File: src/rtl/rf_wb_arbiter.sv
// Write-back arbiter: round-robin sharing of the register file's single write port
// among N requesters, with a registered output stage and write/drop counters.
module rf_wb_arbiter #(
  parameter int unsigned N = 3
) (
  input  logic            clk,
  input  logic            rst,
  input  logic [N-1:0]    req_valid,
  input  logic [5*N-1:0]  req_addr,
  input  logic [32*N-1:0] req_data,
  output logic [N-1:0]    req_ready,
  input  logic            hold,
  output logic [4:0]      rf_addr,
  output logic [31:0]     rf_wd,
  output logic            rf_wr,
  output logic [31:0]     wb_cnt,
  output logic [15:0]     drop_cnt
);

  localparam int unsigned PtrW = (N > 1) ? $clog2(N) : 1;

  logic [PtrW-1:0] ptr;
  logic [PtrW-1:0] ptr_nxt;
  logic [PtrW-1:0] idx;
  logic            accept;
  logic [4:0]      sel_addr;
  logic [31:0]     sel_data;

  logic [4:0]  addr_arr [N];
  logic [31:0] data_arr [N];

  for (genvar g = 0; g < N; g++) begin : gen_unpack
    assign addr_arr[g] = req_addr[5*g +: 5];
    assign data_arr[g] = req_data[32*g +: 32];
  end

  // Scan from ptr upwards (mod N); the first valid requester wins.
  always_comb begin
    req_ready = '0;
    accept    = 1'b0;
    sel_addr  = '0;
    sel_data  = '0;
    ptr_nxt   = ptr;
    idx       = '0;
    if (!hold) begin
      for (int unsigned k = 0; k < N; k++) begin
        idx = PtrW'((32'(ptr) + k) % N);
        if (!accept && req_valid[idx]) begin
          accept         = 1'b1;
          req_ready[idx] = 1'b1;
          sel_addr       = addr_arr[idx];
          sel_data       = data_arr[idx];
          ptr_nxt        = (idx == PtrW'(N - 1)) ? '0 : idx + 1'b1;
        end
      end
    end
  end

  always_ff @(posedge clk or negedge rst) begin
    if (!rst) begin
      ptr      <= '0;
      rf_addr  <= '0;
      rf_wd    <= '0;
      rf_wr    <= 1'b0;
      wb_cnt   <= '0;
      drop_cnt <= '0;
    end else begin
      ptr   <= ptr_nxt;
      // Writes to $0 are accepted but never enable the register file.
      rf_wr <= accept && (sel_addr != 5'd0);
      if (accept) begin
        rf_addr <= sel_addr;
        rf_wd   <= sel_data;
      end
      if (accept && (sel_addr == 5'd0) && (drop_cnt != 16'hFFFF)) begin
        drop_cnt <= drop_cnt + 16'd1;
      end
      if (rf_wr) begin
        wb_cnt <= wb_cnt + 32'd1;
      end
    end
  end

endmodule

File: config.mk
export PLATFORM = sky130hd
export DESIGN_NAME = rf_wb_arbiter
export DESIGN_NICKNAME = d
export VERILOG_FILES = /design/src/rtl/rf_wb_arbiter.sv
export SDC_FILE = /design/constraint.sdc
export NUM_CORES = 1
export LEC_CHECK = 0
export CAP_MARGIN = 30
export CORE_AREA = 2 2 106 159
export DETAILED_ROUTE_END_ITERATION = 10
export DIE_AREA = 0 0 108 161
export PLACE_DENSITY = 0.77
export SETUP_SLACK_MARGIN = 0.15
export SYNTH_ARGS = -nofsm -noshare
export SYNTH_HDL_FRONTEND = slang
export SYNTH_SLANG_ARGS = --single-unit
File: constraint.sdc
create_clock -name clk -period 3 [get_ports clk]
set_clock_uncertainty 0.15 [all_clocks]
set_input_delay 0.45 -clock clk [delete_from_list [all_inputs] [get_ports clk]]
set_output_delay 0.45 -clock clk [all_outputs]
set_load 0.02 [all_outputs]
==> flow_summary_export.csv, run 1 <==
group,metric,value,unit
worst_setup_path,crit_fanout,7,
routing,vias,7191,
routing,viasPerCell,5.65,
synthesis,syn_nets,952,
routing,detail_route.wl_per_cell,17.6,um
synthesis,syn_avg_cell_area,8.33,um^2
clock_network,cts_tree,"built",
place,placed_cells,1230,
die,dieWidth,108,um
clock_network,insertion_delay,340,ps
die,dieHeight,161,um
synthesis,synth.cell_area,6910,um^2
routing,antenna_left,0,
place,place_congestion,0.898,
hold_path,hold_path_class,"input pin to asynchronous set/reset pin",
final_layout,antenna_cells,0,
sta,rsz0062_at_grt,"true",
worst_setup_path,path_class,"flip-flop to flip-flop",
pwr,p_comb_frac,0.747,
worst_setup_path,startpoint_type,"flip-flop",
worst_setup_path,endpoint_kind,"flip-flop",
pwr,switching_share,0.467,
clock_network,path_clk_slew,70,ps
global_routing,grt_max_degree,72,
worst_setup_path,regToRegStartpoint,"ptr[0]$_DFFE_PN0P_",
sta,worst_pin_slew,872,ps
job,cap_viol_max_count,0,
global_routing,antenna_found_initial,0,
worst_setup_path,r2r_setup_slack,-30,ps
worst_setup_path,cp.required,3070,ps
synthesis,synth_edf_count,0,
worst_setup_path,worstSetupEndpoint,"drop_cnt[3]$_DFFE_PN0P_",
clock_network,cts_max_level,3,
final_layout,area_growth,48.8,%
pwr,p_leak,4.27,nW
final_layout,fillCellCount,1370,
die,start_util,0.431,
pwr,irDropWorstVdd,0.688,mV
run_status,violations,"setup timing",
sta,fin_ws,-27.4,ps
place,hpwl,15400,um
global_routing,grt_pass1_vias,7056,
routing,wirelength,22400,um
sta,min_period,3030,ps
pwr,fin_total_pwr,11.6,mW
global_routing,grt_use_total,0.251,
routing,drc_errors,0,
final_layout,final_layout_size_suffix_gt1_frac,0.146,
synthesis,synth-seq-cells,88,
global_routing,grt_pass1_wl,35300,um
clock_network,clockBufferDepth,2,
worst_setup_path,cp.arrival,3090,ps
synthesis,async_reset_ff_frac,1.00,
synthesis,ys_seq_area_frac,0.319,
run_status,status,"complete, but fails checks",
synthesis,synthCells,829,
sta,slew_headroom,0.419,
die,io_pins,206,
clock_network,cts_buffers,9,
synthesis,synth_cell_types,52,
worst_setup_path,ff2ff_path_depth,13,
sta,slew_viol_final,0,
pwr,seqPwrFrac,0.157,
sta,hold_viol_final,0,
clock_network,clock_sinks,88,
worst_setup_path,cp-startpoint,"ptr[0]$_DFFE_PN0P_",
final_layout,finalNonFillerCells,1272,
place,numPortBuffers,205,
die,placement_rows,57,
clock_network,clockRootBuffer,"clkbuf_16",
sta,whs,56.2,ps
die,core,16000,um^2
sta,fmax,0.330,GHz
pwr,clockPowerShare,0.096,
synthesis,ys.flop_type,"dfrtp_1",
final_layout,fin_nets,1184,
synthesis,yosys_warnings,0,
routing,drt_iter0_drc,388,
pwr,switchingPower,5.42,mW
sta,period_share,1.01,
pwr,pwr_density_cell,1130,nW/um^2
routing,firstDrtPassIters,6,
pwr,p_int,6.18,mW
clock_network,ctsHoldBuffers,0,
sta,setup_viol,2,
worst_setup_path,reg2reg_to,"drop_cnt[3]$_DFFE_PN0P_",
die,dieArea,17400,um^2
global_routing,gr-total-overflow,0,
==> cells in the mapped netlist, types with 2 or more instances <==
| cell | n | area, um^2 |
|---|---|---|
| a211oi_1 | 2 | 15.0 |
| o2bb2ai_1 | 5 | 43.8 |
| clkbuf_1 | 38 | 143 |
| o21a_1 | 3 | 22.5 |
| nand2_1 | 101 | 379 |
| nand4_1 | 10 | 62.6 |
| a2bb2oi_1 | 9 | 78.8 |
| and4bb_2 | 2 | 25.0 |
| nand3_1 | 19 | 95.1 |
| ha_1 | 6 | 75.1 |
| a221oi_1 | 2 | 17.5 |
| o21ai_0 | 105 | 526 |
| nand3b_1 | 3 | 22.5 |
| buf_2 | 10 | 50.1 |
| mux2_2 | 3 | 33.8 |
| buf_1 | 6 | 22.5 |
| xor2_1 | 23 | 201 |
| and4_1 | 5 | 43.8 |
| nor4_2 | 4 | 50.1 |
| a21o_1 | 3 | 22.5 |
| o221ai_1 | 32 | 280 |
| o21ai_2 | 2 | 17.5 |
| mux2i_1 | 114 | 1140 |
| dfrtp_1 | 88 | 2200 |
| buf_6 | 6 | 67.6 |
| nor4_1 | 4 | 25.0 |
| and3_1 | 9 | 56.3 |
| inv_1 | 5 | 18.8 |
| a31oi_1 | 4 | 25.0 |
| nor2b_1 | 4 | 25.0 |
| nor3_1 | 8 | 40.0 |
| buf_4 | 5 | 37.5 |
| xnor2_1 | 21 | 184 |
| nor2_1 | 83 | 312 |
| nand2b_1 | 2 | 12.5 |
| a21oi_1 | 67 | 335 |
==> metrics by stage <==
step,instance area (um^2),TNS [ps],utilization,setup slack (ps)
after floorplan,6910,0,-,165
after global placement,9430,-276,0.588,-125
after detailed placement,9430,-627,0.588,-145
after CTS,9990,0,0.623,97.3
after global routing,10300,-832,0.641,-101
final,10300,-46.6,0.641,-27.4
==> how the worst min path moves through the flow <==
stage / endpoint / start / cells after the start
after CTS: wb_cnt[11]$_DFFE_PN0P_ / rst / 1
after global placement: wb_cnt[31]$_DFFE_PN0P_ / wb_cnt[31]$_DFFE_PN0P_ / 1
final: wb_cnt[9]$_DFFE_PN0P_ / rst / 1
after detailed placement: rf_wd[0]$_DFFE_PN0P_ / rf_wd[0]$_DFFE_PN0P_ / 2
after global routing: wb_cnt[9]$_DFFE_PN0P_ / rst / 1
after floorplan: drop_cnt[0]$_DFFE_PN0P_ / rst / 0
==> worst max-delay path, stage by stage, from the launching register on <==
cell	delay, ps
dfrtp_1	410
buf_6	130
ha_4	180
buf_6	130
buf_4	130
buf_6	120
o2bb2ai_4	170
buf_6	150
mux2_1	340
o22a_2	270
nand4_4	160
clkbuf_16	180
and4bb_2	240
xor2_1	130
==> state kept, by name, indices dropped and copies added, names as in the netlist <==
signal    flops
wb_cnt       32
ptr           2
rf_wd        32
rf_addr       5
drop_cnt     16
rf_wr         1
==> what timing repair did <==
action	CTS	global route
setup endpoints to repair	19	49
gates resized for setup	38	38
gates cloned	2	1
pin swaps	11	6
setup buffers	12	11
==> cells by family (layout without fill, tap and decap cells) <==
logic type / Yosys count / count (layout) / synth area share
fa+ha+maj: 6 / 6 / 0.0109
simple gates: 260 / 260 / 0.176
mux: 119 / 119 / 0.175
compound gates: 242 / 242 / 0.214
xor+xnor: 44 / 44 / 0.0558
buf+inv: 70 / 307 / 0.0491
flops: 88 / 88 / 0.319
==> power by group through the flow <==
stage | clock network [mW] | registers (mW) | logic [mW]
CTS | 1.12 | 1.82 | 8.04
global placement | 0 | 1.83 | 7.38
finish | 1.11 | 1.82 | 8.67
global route | 1.16 | 1.87 | 9.39
floorplan | 0 | 2.18 | 4.52
detailed placement | 0 | 1.83 | 7.46
==> final cells by class <==
| cell class | instances | area [um^2] | area share |
|---|---|---|---|
| multi-input combinational | 671 | 4670 | 0.455 |
| timing repair buffer | 286 | 2850 | 0.277 |
| sequential | 88 | 2200 | 0.214 |
| tap | 206 | 258 | 0.0251 |
| clock buffer | 10 | 229 | 0.0223 |
| clock inverter | 6 | 51.3 | 0.00499 |
| inverter | 5 | 18.8 | 0.00183 |
==> per-layer routing <==
layer | vias up | part of all wire | GRT usage
met5 | - | 0 | 0
met4 | 0 | 0.025 | 0.0868
li1 | 3474 | - | -
met3 | 45 | 0.069 | 0.0642
met1 | 3403 | 0.38 | 0.295
met2 | 269 | 0.52 | 0.437
==> placed cells by master (no fill, tap or decap), types with 10 or more instances in the layout <==
master and instances:
clkbuf_16 10, xor2_1 23, xnor2_1 21, nand2_1 101, nand3_1 19, a21oi_1 65, dfrtp_1 88, o21ai_0 105
mux2i_1 109, buf_4 65, o221ai_1 32, clkdlybuf4s50_1 201, nand4_1 10, nor2_1 80
Note: power is estimated with default switching activity, not from simulation.
==> run 2, diff against run 1 <==
SLEW_MARGIN = 15   (was unset)
==> results of run 2 <==
Same layout as run 1: the final DEF is identical, and so are final timing and power.
